$ cat src/rtl/alarm_ctrl_if.sv
// alarm_ctrl_if: bundles the clock-time inputs, raw keys, arm switch and the
// alarm outputs (alarm time, mode, buzzer, snooze flag) into one port.
// master = time/key source side, slave = alarm_ctrl side.
interface alarm_ctrl_if;
  logic [7:0] Hour;       // current hour, BCD 00-23
  logic [7:0] Minute;     // current minute, BCD 00-59
  logic [7:0] Second;     // current second, BCD 00-59
  logic       SetKey;     // raw push-button, active high
  logic       IncKey;     // raw push-button, active high
  logic       SnoozeKey;  // raw push-button, active high
  logic       AlarmOn;    // arm switch, level
  logic [7:0] AlmHour;    // alarm hour, BCD
  logic [7:0] AlmMinute;  // alarm minute, BCD
  logic [1:0] Mode;       // 00 RUN, 01 SET_HR, 10 SET_MIN
  logic       Ring;       // buzzer drive
  logic       Snoozed;    // high while snoozing

  modport master (
    output Hour, Minute, Second, SetKey, IncKey, SnoozeKey, AlarmOn,
    input  AlmHour, AlmMinute, Mode, Ring, Snoozed
  );

  modport slave (
    input  Hour, Minute, Second, SetKey, IncKey, SnoozeKey, AlarmOn,
    output AlmHour, AlmMinute, Mode, Ring, Snoozed
  );
endinterface

$ cat src/rtl/alarm_ctrl.sv
// alarm_ctrl: debounces three keys, edits a BCD alarm time, and sequences
// ringing / snooze / timeout against the running BCD clock time.
// Latency: key press acts DEB_CYC+2 cycles after first sampled high; Ring
// rises 2 cycles after Second becomes 00. No backpressure: level inputs only.
// Ports: _1kHzIN clock, nCR async active-low reset, bus (alarm_ctrl_if.slave).
// Optional macro ALARM_BEEP_EN: modulate Ring with a BEEP_HALF-cycle divider.
module alarm_ctrl #(
  parameter int DEB_CYC     = 20,
  parameter int RING_SEC    = 60,
  parameter int SNOOZE_SEC  = 300,
  parameter int SNOOZE_MAX  = 3,
  parameter int SET_TIMEOUT = 10
`ifdef ALARM_BEEP_EN
  ,
  parameter int BEEP_HALF   = 250
`endif
) (
  input  logic         _1kHzIN,
  input  logic         nCR,
  alarm_ctrl_if.slave  bus
);

  localparam int DW   = $clog2(DEB_CYC + 1);
  localparam int TW   = $clog2(SET_TIMEOUT + 1);
  localparam int CMAX = (RING_SEC > SNOOZE_SEC) ? RING_SEC : SNOOZE_SEC;
  localparam int CW   = $clog2(CMAX + 1);
  localparam int SW   = $clog2(SNOOZE_MAX + 1);

  typedef enum logic [1:0] {M_RUN = 2'b00, M_SET_HR = 2'b01, M_SET_MIN = 2'b10} mode_e;
  typedef enum logic [1:0] {R_IDLE = 2'b00, R_RING = 2'b01, R_SNOOZE = 2'b10} ring_e;

  // ---------------- key debounce (bit 0 Set, 1 Inc, 2 Snooze) ----------------
  logic [2:0]         raw;
  logic [2:0]         sync1_q, sync2_q, db_q, press_q;
  logic [2:0][DW-1:0] deb_cnt_q;

  assign raw = {bus.SnoozeKey, bus.IncKey, bus.SetKey};

  always_ff @(posedge _1kHzIN or negedge nCR) begin
    if (!nCR) begin
      sync1_q   <= '0;
      sync2_q   <= '0;
      db_q      <= '0;
      press_q   <= '0;
      deb_cnt_q <= '0;
    end else begin
      sync1_q <= raw;
      sync2_q <= sync1_q;
      for (int k = 0; k < 3; k++) begin
        press_q[k] <= 1'b0;
        if (sync2_q[k] != db_q[k]) begin
          // accept the new level on the DEB_CYC-th consecutive differing cycle
          if (deb_cnt_q[k] == DW'(DEB_CYC - 1)) begin
            db_q[k]      <= sync2_q[k];
            deb_cnt_q[k] <= '0;
            press_q[k]   <= sync2_q[k];  // pulse on 0->1 only
          end else begin
            deb_cnt_q[k] <= deb_cnt_q[k] + 1'b1;
          end
        end else begin
          deb_cnt_q[k] <= '0;
        end
      end
    end
  end

  logic set_p, inc_p, snz_p;
  assign set_p = press_q[0];
  assign inc_p = press_q[1];
  assign snz_p = press_q[2];

  // ---------------- state ----------------
  logic [7:0]    sec_q;
  logic          tick_q;
  mode_e         mode_q, mode_d;
  logic [7:0]    alm_hr_q, alm_hr_d, alm_min_q, alm_min_d;
  logic [TW-1:0] to_q, to_d;
  ring_e         ring_q, ring_d;
  logic [CW-1:0] rcnt_q, rcnt_d;
  logic [SW-1:0] scnt_q, scnt_d;
  logic          ring_out_q, ring_out_d, snz_out_q;
  logic          set_fwd, match;

  function automatic logic [7:0] inc_bcd(input logic [7:0] v, input logic [7:0] top);
    if (v == top)          return 8'h00;
    else if (v[3:0] == 4'd9) return {v[7:4] + 4'd1, 4'd0};
    else                   return {v[7:4], v[3:0] + 4'd1};
  endfunction

  // SetKey belongs to the ring FSM whenever an alarm event is active
  assign set_fwd = set_p && (ring_q == R_IDLE);

  // sec_q/tick_q already reflect the new second, so this fires once per minute
  assign match = bus.AlarmOn && (mode_q == M_RUN) && (bus.Hour == alm_hr_q) &&
                 (bus.Minute == alm_min_q) && (sec_q == 8'h00) && tick_q;

  always_comb begin
    mode_d    = mode_q;
    alm_hr_d  = alm_hr_q;
    alm_min_d = alm_min_q;
    to_d      = to_q;
    if (set_fwd) begin
      unique case (mode_q)
        M_RUN:    mode_d = M_SET_HR;
        M_SET_HR: mode_d = M_SET_MIN;
        default:  mode_d = M_RUN;
      endcase
      to_d = '0;
    end else if (inc_p) begin
      if (mode_q == M_SET_HR)       alm_hr_d  = inc_bcd(alm_hr_q, 8'h23);
      else if (mode_q == M_SET_MIN) alm_min_d = inc_bcd(alm_min_q, 8'h59);
      to_d = '0;
    end else if (set_p || snz_p) begin
      to_d = '0;
    end else if (tick_q && (mode_q != M_RUN)) begin
      if (to_q + 1'b1 == TW'(SET_TIMEOUT)) begin
        mode_d = M_RUN;
        to_d   = '0;
      end else begin
        to_d = to_q + 1'b1;
      end
    end
  end

  always_comb begin
    ring_d = ring_q;
    rcnt_d = rcnt_q;
    scnt_d = scnt_q;
    if (!bus.AlarmOn) begin
      ring_d = R_IDLE;
    end else begin
      unique case (ring_q)
        R_IDLE: if (match) begin
          ring_d = R_RING;
          rcnt_d = '0;
          scnt_d = '0;
        end
        R_RING: begin
          if (set_p) begin
            ring_d = R_IDLE;
          end else if (snz_p && (scnt_q < SW'(SNOOZE_MAX))) begin
            ring_d = R_SNOOZE;
            scnt_d = scnt_q + 1'b1;
            rcnt_d = '0;
          end else if (tick_q) begin
            rcnt_d = rcnt_q + 1'b1;
            if (rcnt_d == CW'(RING_SEC)) ring_d = R_IDLE;
          end
        end
        R_SNOOZE: begin
          if (set_p) begin
            ring_d = R_IDLE;
          end else if (tick_q) begin
            rcnt_d = rcnt_q + 1'b1;
            if (rcnt_d == CW'(SNOOZE_SEC)) begin
              ring_d = R_RING;
              rcnt_d = '0;
            end
          end
        end
        default: ring_d = R_IDLE;
      endcase
    end
  end

`ifdef ALARM_BEEP_EN
  localparam int BW = $clog2(BEEP_HALF + 1);
  logic [BW-1:0] beep_cnt_q, beep_cnt_d;
  logic          beep_q, beep_d;

  always_comb begin
    beep_cnt_d = beep_cnt_q;
    beep_d     = beep_q;
    if ((ring_d == R_RING) && (ring_q != R_RING)) begin
      beep_cnt_d = '0;      // restart high on every entry to ringing
      beep_d     = 1'b1;
    end else if (ring_q == R_RING) begin
      if (beep_cnt_q == BW'(BEEP_HALF - 1)) begin
        beep_cnt_d = '0;
        beep_d     = ~beep_q;
      end else begin
        beep_cnt_d = beep_cnt_q + 1'b1;
      end
    end
  end

  always_ff @(posedge _1kHzIN or negedge nCR) begin
    if (!nCR) begin
      beep_cnt_q <= '0;
      beep_q     <= 1'b0;
    end else begin
      beep_cnt_q <= beep_cnt_d;
      beep_q     <= beep_d;
    end
  end

  assign ring_out_d = (ring_d == R_RING) && beep_d;
`else
  assign ring_out_d = (ring_d == R_RING);
`endif

  always_ff @(posedge _1kHzIN or negedge nCR) begin
    if (!nCR) begin
      sec_q      <= 8'h00;
      tick_q     <= 1'b0;
      mode_q     <= M_RUN;
      alm_hr_q   <= 8'h07;
      alm_min_q  <= 8'h00;
      to_q       <= '0;
      ring_q     <= R_IDLE;
      rcnt_q     <= '0;
      scnt_q     <= '0;
      ring_out_q <= 1'b0;
      snz_out_q  <= 1'b0;
    end else begin
      sec_q      <= bus.Second;
      tick_q     <= (bus.Second != sec_q);
      mode_q     <= mode_d;
      alm_hr_q   <= alm_hr_d;
      alm_min_q  <= alm_min_d;
      to_q       <= to_d;
      ring_q     <= ring_d;
      rcnt_q     <= rcnt_d;
      scnt_q     <= scnt_d;
      ring_out_q <= ring_out_d;
      snz_out_q  <= (ring_d == R_SNOOZE);
    end
  end

  assign bus.AlmHour   = alm_hr_q;
  assign bus.AlmMinute = alm_min_q;
  assign bus.Mode      = mode_q;
  assign bus.Ring      = ring_out_q;
  assign bus.Snoozed   = snz_out_q;

endmodule
$ cat src/flat_wrapper.sv
// flat-port wrapper written by rule: the top's interface ports become plain ports
module alarm_ctrl_flat 
#(
  parameter int DEB_CYC     = 20,
  parameter int RING_SEC    = 60,
  parameter int SNOOZE_SEC  = 300,
  parameter int SNOOZE_MAX  = 3,
  parameter int SET_TIMEOUT = 10

)
  (_1kHzIN, nCR, bus_Hour, bus_Minute, bus_Second, bus_SetKey, bus_IncKey, bus_SnoozeKey, bus_AlarmOn, bus_AlmHour, bus_AlmMinute, bus_Mode, bus_Ring, bus_Snoozed);
  alarm_ctrl_if bus_i ();
  input  logic _1kHzIN;
  input  logic nCR;
  input wire logic [$bits(bus_i.Hour)-1:0] bus_Hour;
  input wire logic [$bits(bus_i.Minute)-1:0] bus_Minute;
  input wire logic [$bits(bus_i.Second)-1:0] bus_Second;
  input wire logic [$bits(bus_i.SetKey)-1:0] bus_SetKey;
  input wire logic [$bits(bus_i.IncKey)-1:0] bus_IncKey;
  input wire logic [$bits(bus_i.SnoozeKey)-1:0] bus_SnoozeKey;
  input wire logic [$bits(bus_i.AlarmOn)-1:0] bus_AlarmOn;
  output wire logic [$bits(bus_i.AlmHour)-1:0] bus_AlmHour;
  output wire logic [$bits(bus_i.AlmMinute)-1:0] bus_AlmMinute;
  output wire logic [$bits(bus_i.Mode)-1:0] bus_Mode;
  output wire logic [$bits(bus_i.Ring)-1:0] bus_Ring;
  output wire logic [$bits(bus_i.Snoozed)-1:0] bus_Snoozed;
  assign bus_i.Hour = bus_Hour;
  assign bus_i.Minute = bus_Minute;
  assign bus_i.Second = bus_Second;
  assign bus_i.SetKey = bus_SetKey;
  assign bus_i.IncKey = bus_IncKey;
  assign bus_i.SnoozeKey = bus_SnoozeKey;
  assign bus_i.AlarmOn = bus_AlarmOn;
  assign bus_AlmHour = bus_i.AlmHour;
  assign bus_AlmMinute = bus_i.AlmMinute;
  assign bus_Mode = bus_i.Mode;
  assign bus_Ring = bus_i.Ring;
  assign bus_Snoozed = bus_i.Snoozed;
  alarm_ctrl #(.DEB_CYC(DEB_CYC), .RING_SEC(RING_SEC), .SNOOZE_SEC(SNOOZE_SEC), .SNOOZE_MAX(SNOOZE_MAX), .SET_TIMEOUT(SET_TIMEOUT)) u_core (._1kHzIN(_1kHzIN), .nCR(nCR), .bus(bus_i));
endmodule
$ cat config.mk
export PLATFORM = sky130hd
export DESIGN_NAME = alarm_ctrl_flat
export DESIGN_NICKNAME = d
export VERILOG_FILES = /design/src/rtl/alarm_ctrl_if.sv /design/src/rtl/alarm_ctrl.sv /design/src/flat_wrapper.sv
export SDC_FILE = /design/constraint.sdc
export NUM_CORES = 1
export LEC_CHECK = 0
export BUFFER_PORTS_ARGS = -buffer_cell sky130_fd_sc_hd__buf_2
export CAP_MARGIN = 20
export CORE_MARGIN = 4
export CORE_UTILIZATION = 52
export DETAILED_ROUTE_END_ITERATION = 8
export GPL_ROUTABILITY_DRIVEN = 0
export PLACE_DENSITY_LB_ADDON = 0.2
export SLEW_MARGIN = 20
export SYNTH_ARGS = -nofsm -noshare
export SYNTH_HDL_FRONTEND = slang
export SYNTH_SLANG_ARGS = --single-unit
export TNS_END_PERCENT = 5
$ cat constraint.sdc
create_clock -name _1kHzIN -period 2.2 [get_ports _1kHzIN]
set_clock_uncertainty 0.05 [all_clocks]
set_input_delay 0.44 -clock _1kHzIN [delete_from_list [all_inputs] [get_ports _1kHzIN]]
set_output_delay 0.44 -clock _1kHzIN [all_outputs]
set_load 0.01 [all_outputs]
==> results.tsv, run 1 <==
metric	value	unit
initial core utilization	0.548	
final net count	517	
count of antenna diodes in the layout	0	
cell internal pwr	1.99	mW
Achievable Freq	451	MHz
Setup crit start kind	register	
first-pass iteration count of the detailed router	4	
final cell utilization of the core	0.688	
class of the most critical setup path	reg2reg	
final hold viol count	0	
busiest layer in global routing	met2	
Routed Wire Length	8050	um
Reg clk slew, reported paths	0.09	ns
Pwr Density	543	mW/mm2
H-tree levels	3	
total placed cells including tap cells	547	
final critical path time including I/O delays and setup	2.22	ns
Yosys top cell by area	sky130_fd_sc_hd__dfrtp_1	
Rel. slew slack	0.701	
final clock period utilization by the worst path	1.01	
clock latency on the worst-skew pair	0.35	ns
Seq/Total Area, Yosys	0.481	
violations in the final reports	setup timing	
ratio of routed vias to standard cells	5.38	
Clock power frac	0.414	
via count of the routed design	3055	
detailed-route DRC error count	0	
wire per inst	14.2	um
synth warn	0	
Slowest-stage cell, CP	sky130_fd_sc_hd__dfrtp_2	
initial antenna violation count	0	
number of cells traversed by the worst register-to-register path	8	
GR met2 Demand/Resource	0.315	
ANT nets after route	0	
leak pwr	2.28	nW
GRT Resource Usage Total	0.192	
number of I/O pins	50	
maximum single-stage delay on the critical path	0.45	ns
arrival time at the worst endpoint	2.40	ns
power spent charging and discharging nets	0.610	mW
Critical Path Fanout Max	7	
clock sink total	73	
chip width	93.6	um
Rows	30	
Final Instance Area	0.00478	mm2
dominant cell by count in the synthesized netlist	sky130_fd_sc_hd__dfrtp_1	
number of maximum-capacitance constraint violations	0	
area of the die	0.00876	mm2
# fillers	542	
power share of the sequential group	0.536	
total gr overflow	0	
number of buffers added on ports	49	
average footprint of a synthesized cell	10.3	um2
least setup slack across all paths after layout	-0.0157	ns
Post-synth top cells	70 x sky130_fd_sc_hd__dfrtp_1, 41 x sky130_fd_sc_hd__nand2_1, 24 x sky130_fd_sc_hd__nand3_1	
die height	93.6	um
Layout Cells excl Fill	568	
endpoints failing setup	1	
Post-Syn Instances	370	
Area contributors post-synth	sky130_fd_sc_hd__dfrtp_1 46%, sky130_fd_sc_hd__ha_1 6.6%, sky130_fd_sc_hd__xnor2_1 5.3%	
Post-Syn Nets	420	
count of distinct cell types in the synthesized netlist	54	
via count of the first global-routing pass	3008	
Cell Chain, Critical Path	buf_4 -> nand2_1 -> xnor2_1 -> a22oi_2 -> nor4_4 -> a41o_4 -> nor2_2 -> mux2_2	
cell area reported after detailed placement	0.00443	mm2
switching power share of the total	0.235	
buffer cell driving the clock tree root	sky130_fd_sc_hd__clkbuf_8	
logic gate share of total power	0.050	
post-synthesis instance area	0.00381	mm2
post-placement setup slack	-0.0595	ns
DP HPWL	5730	um
maximum resistive drop on vdd	0.000347	V
Worst-Margin Slew	0.445	ns
start of the worst register-to-register path	u_core.rcnt_q[0]$_DFFE_PN0P_	
worst reg-to-reg setup slack	-0.02	ns
Synth top area share	0.460	
Post-synth EDFFs	0	
RSZ-0062 raised after global routing	yes	
global-route wire length before repair	13200	um
Area Growth Syn to Fin	25.6	%
met3 global-route usage	0.0418	
share of final-layout standard cells stronger than drive strength 1	0.292	
endpoint of the most critical register-to-register path	u_core.rcnt_q[0]$_DFFE_PN0P_	
placeable core region	0.00694	mm2
Synth Register Bits	73	
final max-slew violation count	0	
TritonCTS clock tree	done	
kind of end point of the critical path	register	
result of the run	finished, violations left	
detailed router's first-iteration violation count	142	
buffers from clock root to sink, at most	2	
data required time at the worst endpoint	2.38	ns
share of flip-flops with an asynchronous set or reset after synthesis	1.00	
top_reg_cell synth	sky130_fd_sc_hd__dfrtp_1	
worst hold path type	in2async	
met1 capacity usage during global routing	0.245	
maximum number of pins on one net before global-route repair	74	
clock buffers created by TritonCTS	9	
==> metal layers <==
layer  routed length (um)  up-vias
met5                    0        -
met4                  150        0
met3                  401       17
met2                 3880       71
met1                 3620     1468
li1                     -     1499
==> stage by stage <==
step,hold WS [ns],TNS (ns),power (mW)
floorplan,0.0944,0,1.47
global placement,0.284,-0.0440,1.54
detailed placement,0.285,-0.128,1.55
CTS,0.0647,0,2.62
global route,0.0602,-0.363,2.71
finish,0.0347,-0.0157,2.60
==> placed cells by master (no fill, tap or decap), types with 6 or more instances in the layout <==
cell type / synthesis / routed
sky130_fd_sc_hd__nor2_1: 23 / 22
sky130_fd_sc_hd__buf_4: 0 / 39
sky130_fd_sc_hd__xor2_1: 20 / 19
sky130_fd_sc_hd__clkbuf_8: 0 / 10
sky130_fd_sc_hd__a21oi_1: 9 / 8
sky130_fd_sc_hd__inv_1: 11 / 11
sky130_fd_sc_hd__xnor2_1: 23 / 23
sky130_fd_sc_hd__dfrtp_1: 70 / 67
sky130_fd_sc_hd__and3_1: 7 / 7
sky130_fd_sc_hd__nand2_1: 41 / 40
sky130_fd_sc_hd__nand3_1: 24 / 24
sky130_fd_sc_hd__nor3_1: 11 / 10
sky130_fd_sc_hd__buf_2: 0 / 49
sky130_fd_sc_hd__nand4_1: 6 / 6
sky130_fd_sc_hd__ha_1: 20 / 19
sky130_fd_sc_hd__a21o_1: 6 / 6
sky130_fd_sc_hd__o21ai_1: 20 / 20
==> sequential cells by signal, indices dropped and copies added, names as in the netlist, 2 cells and up <==
signal,flops
u_core.deb_cnt_q,15
u_core.rcnt_q,9
u_core.bus.AlmHour,8
u_core.bus.AlmMinute,8
u_core.sec_q,8
u_core.to_q,4
u_core.db_q,3
u_core.press_q,3
u_core.sync1_q,3
u_core.sync2_q,3
u_core.bus.Mode,2
u_core.ring_q,2
u_core.scnt_q,2
==> layout make-up <==
| type | count | area (um2) | area share |
|---|---|---|---|
| multi-input cells | 283 | 2020 | 0.423 |
| inverters | 11 | 41.3 | 0.00864 |
| repair buffers | 89 | 558 | 0.117 |
| clock buffers | 10 | 138 | 0.0288 |
| well taps | 96 | 120 | 0.0251 |
| flip-flops and latches | 73 | 1830 | 0.384 |
| clock inverters | 6 | 67.6 | 0.0141 |
==> logic make-up (layout without fill, tap and decap cells) <==
family | Yosys count | count (layout) | synth area share
buf+inv | 14 | 116 | 0.0158
mux | 6 | 6 | 0.0174
simple gates | 148 | 148 | 0.200
compound gates | 64 | 64 | 0.112
flops | 73 | 73 | 0.481
xor+xnor | 45 | 45 | 0.107
fa+ha+maj | 20 | 20 | 0.0657
==> timing repair <==
action                                 in CTS  in global routing
endpoints found under the hold margin       0                  0
setup endpoints to repair                   7                 19
hold buffers                                0                  0
pin swaps                                   2                  7
buffers inserted                            0                  5
resized for setup                           2                 21
cloned                                      0                  0
==> critical path: cells and delay by family (launching register included) <==
kind	cells	cell delay [ns]
XOR/XNOR	1	0.14
flip-flops	1	0.45
buffers and inverters	1	0.16
AND/OR/NAND/NOR	3	0.56
AO/OA/AOI/OAI	2	0.47
multiplexers	1	0.28
==> worst max-delay path by stage <==
stage	from	end	cells past startpoint
after global placement	bus_AlarmOn	u_core.rcnt_q[0]$_DFFE_PN0P_	7
after floorplan	u_core.ring_q[1]$_DFF_PN0_	u_core.rcnt_q[0]$_DFFE_PN0P_	8
after detailed placement	bus_AlarmOn	u_core.rcnt_q[3]$_DFFE_PN0P_	8
final	u_core.rcnt_q[0]$_DFFE_PN0P_	u_core.rcnt_q[0]$_DFFE_PN0P_	8
after CTS	u_core.ring_q[0]$_DFF_PN0_	u_core.rcnt_q[7]$_DFFE_PN0P_	8
after global routing	u_core.rcnt_q[5]$_DFFE_PN0P_	u_core.rcnt_q[0]$_DFFE_PN0P_	7
==> power by group through the flow <==
| stage | combinational [mW] | sequential (mW) | clock, mW |
|---|---|---|---|
| after floorplan | 0.0566 | 1.41 | 0 |
| after global placement | 0.128 | 1.41 | 0 |
| after detailed placement | 0.131 | 1.42 | 0 |
| after CTS | 0.132 | 1.39 | 1.10 |
| after global routing | 0.149 | 1.40 | 1.16 |
| final | 0.129 | 1.39 | 1.08 |
Power figures use the tool's default switching activity.
==> run 2, diff against run 1 <==
==> constraint.sdc (replaced) <==
create_clock -name _1kHzIN -period 1.8 [get_ports _1kHzIN]
set_clock_uncertainty 0.05 [all_clocks]
set_input_delay 0.36 -clock _1kHzIN [delete_from_list [all_inputs] [get_ports _1kHzIN]]
set_output_delay 0.36 -clock _1kHzIN [all_outputs]
set_load 0.01 [all_outputs]
==> run 2 against run 1 <==
The flow still finishes with violations (setup timing); first-iteration DRC count is 7.0% lower; sequential power is 22% higher; clock power is 37% higher; sequential share of layout area is 3.2 points lower; utilization is 6.5 points higher; hold slack better by 0.026 ns; die area stayed put; register-to-register slack worse by 0.33 ns; power is 29% higher; largest cell class unchanged; largest power group unchanged.
==> results.tsv, run 2 (same netlist as run 1, synthesis figures left out) <==
metric	value	unit	change
detailed router's first-iteration violation count	132		-7.0%
Pwr Density	642	mW/mm2	+18%
start of the worst register-to-register path	u_core.scnt_q[0]$_DFFE_PN0P_		
clock sink total	73		unchanged
die height	93.6	um	unchanged
endpoint of the most critical register-to-register path	u_core.rcnt_q[7]$_DFFE_PN0P_		
global-route wire length before repair	15300	um	+16%
clock latency on the worst-skew pair	0.35	ns	about the same
chip width	93.6	um	unchanged
number of buffers added on ports	49		unchanged
number of maximum-capacitance constraint violations	0		unchanged
area of the die	0.00876	mm2	unchanged
Rows	30		unchanged
initial core utilization	0.548		unchanged
worst reg-to-reg setup slack	-0.34	ns	-0.33 ns
Critical Path Fanout Max	6		-1
largest registers in the final layout	u_core.deb_cnt_q (15), u_core.rcnt_q (9)		
Area Growth Syn to Fin	37.4	%	
Worst-Margin Slew	0.406	ns	-0.0395 ns
most used cells in the layout excluding fill and tap cells	67 x sky130_fd_sc_hd__buf_4, 65 x sky130_fd_sc_hd__dfrtp_1, 49 x sky130_fd_sc_hd__buf_2		
kind of end point of the critical path	register		
maximum number of pins on one net before global-route repair	73		-1.4%
final max-slew violation count	0		unchanged
initial antenna violation count	0		unchanged
clock buffers created by TritonCTS	9		unchanged
end point of the worst hold path	u_core.sync1_q[0]$_DFF_PN0_		
wire per inst	15.2	um	+7.5%
Largest register FFs	15		unchanged
detailed-route DRC error count	0		unchanged
Layout Cells excl Fill	602		+6.0%
total placed cells including tap cells	581		+6.2%
leak pwr	2.49	nW	+9.1%
total gr overflow	0		unchanged
ratio of routed vias to standard cells	5.31		-1.3%
endpoints failing setup	17		+16
RSZ-0062 raised after global routing	yes		
cell area reported after detailed placement	0.00473	mm2	+6.9%
TritonCTS clock tree	done		
data required time at the worst endpoint	1.99	ns	-0.39 ns
final hold viol count	0		unchanged
H-tree levels	3		unchanged
final net count	551		+6.6%
beginning of the worst hold path	bus_SetKey		
least setup slack across all paths after layout	-0.344	ns	-0.329 ns
Reg clk slew, reported paths	0.08	ns	about the same
count of antenna diodes in the layout	0		unchanged
worst hold path type	in2reg		
violations in the final reports	setup timing		
first-pass iteration count of the detailed router	4		unchanged
GRT Resource Usage Total	0.224		+0.0319
Achievable Freq	466	MHz	+3.3%
class of the most critical setup path	reg2reg		
placeable core region	0.00694	mm2	unchanged
share of final-layout standard cells stronger than drive strength 1	0.391		+0.0989
ANT nets after route	0		unchanged
final critical path time including I/O delays and setup	2.14	ns	-0.0714 ns
Rel. slew slack	0.730		+0.0286
Routed Wire Length	9180	um	+14%
maximum resistive drop on vdd	0.000511	V	+47%
Setup crit start kind	register		
result of the run	finished, violations left		
most common cell after layout, fill and taps aside	sky130_fd_sc_hd__buf_4		
arrival time at the worst endpoint	2.34	ns	-0.06 ns
final clock period utilization by the worst path	1.19		+0.184
DP HPWL	6360	um	+11%
register ranked first by flip-flop count	u_core.deb_cnt_q		
buffer cell driving the clock tree root	sky130_fd_sc_hd__clkbuf_8		
via count of the routed design	3195		+4.6%
Final Instance Area	0.00523	mm2	+9.4%
number of I/O pins	50		unchanged
hold path cells	1		
number of cells traversed by the worst register-to-register path	7		-1
buffers from clock root to sink, at most	2		unchanged
via count of the first global-routing pass	3307		+9.9%
==> run 2: cell type report <==
| class | instances | area, um2 |
|---|---|---|
| well taps | 96 | 120 |
| repair buffers | 123 | 835 |
| flip-flops and latches | 73 | 1840 |
| clock buffers | 11 | 151 |
| inverters | 11 | 41.3 |
| clock inverters | 5 | 77.6 |
| multi-input cells | 283 | 2170 |
| fillers | 465 | 1710 |
==> run 2: how the worst max path moves through the flow <==
stage                                  from                      endpoint  slack [ns]  cells after the start
2_1_floorplan  u_core.rcnt_q[3]$_DFFE_PN0P_  u_core.rcnt_q[0]$_DFFE_PN0P_       -0.21                      8
3_3_place_gp                    bus_AlarmOn  u_core.rcnt_q[7]$_DFFE_PN0P_       -0.34                      7
3_5_place_dp   u_core.rcnt_q[0]$_DFFE_PN0P_  u_core.rcnt_q[0]$_DFFE_PN0P_       -0.42                      7
4_1_cts        u_core.rcnt_q[5]$_DFFE_PN0P_  u_core.rcnt_q[0]$_DFFE_PN0P_       -0.33                      8
5_1_grt        u_core.rcnt_q[5]$_DFFE_PN0P_     u_core.bus.Ring$_DFF_PN0_       -0.42                      9
6_report       u_core.scnt_q[0]$_DFFE_PN0P_  u_core.rcnt_q[7]$_DFFE_PN0P_       -0.34                      7
==> run 2: worst max-delay path: stages, from the launching register on <==
cell and delay, ns:
sky130_fd_sc_hd__dfrtp_1 0.39, sky130_fd_sc_hd__ha_1 0.20, sky130_fd_sc_hd__nand2b_4 0.14, sky130_fd_sc_hd__a21o_1 0.22, sky130_fd_sc_hd__a2111oi_4 0.41, sky130_fd_sc_hd__a21o_1 0.30, sky130_fd_sc_hd__o21ai_1 0.10, sky130_fd_sc_hd__a22o_1 0.22
==> run 2: through the flow <==
| stage | TNS, ns | power [mW] | hold slack, ns | setup WS (ns) | utilization |
|---|---|---|---|---|---|
| after floorplan | -1.89 | 1.80 | 0.0144 | -0.208 | - |
| after global placement | -5.60 | 1.90 | 0.108 | -0.344 | 0.682 |
| after detailed placement | -7.30 | 1.91 | 0.110 | -0.416 | 0.682 |
| after CTS | -3.99 | 3.38 | 0.0434 | -0.326 | 0.737 |
| after global routing | -6.03 | 3.49 | 0.0317 | -0.419 | 0.753 |
| final | -4.07 | 3.36 | 0.0603 | -0.344 | 0.753 |
==> run 2: power by group <==
group          switching [mW]  internal (mW)  leakage [nW]
clock network           0.626          0.852         0.115
registers              0.0272           1.67         0.951
logic                  0.0907         0.0877          1.42
==> run 2: repair_timing <==
item	4_1_cts	5_1_grt
pin swaps	14	12
endpoints found under the hold margin	1	0
buffers inserted	3	1
hold buffers	1	0
resized for setup	24	27
endpoints found under the setup margin	30	28
==> run 2: routing by layer <==
metal | wire length, um | global-route usage | up-vias
li1 | - | - | 1569
met1 | 3860 | 0.276 | 1556
met2 | 4820 | 0.390 | 57
met3 | 346 | 0.0555 | 13
met4 | 144 | 0.0626 | 0
met5 | 0 | 0 | -
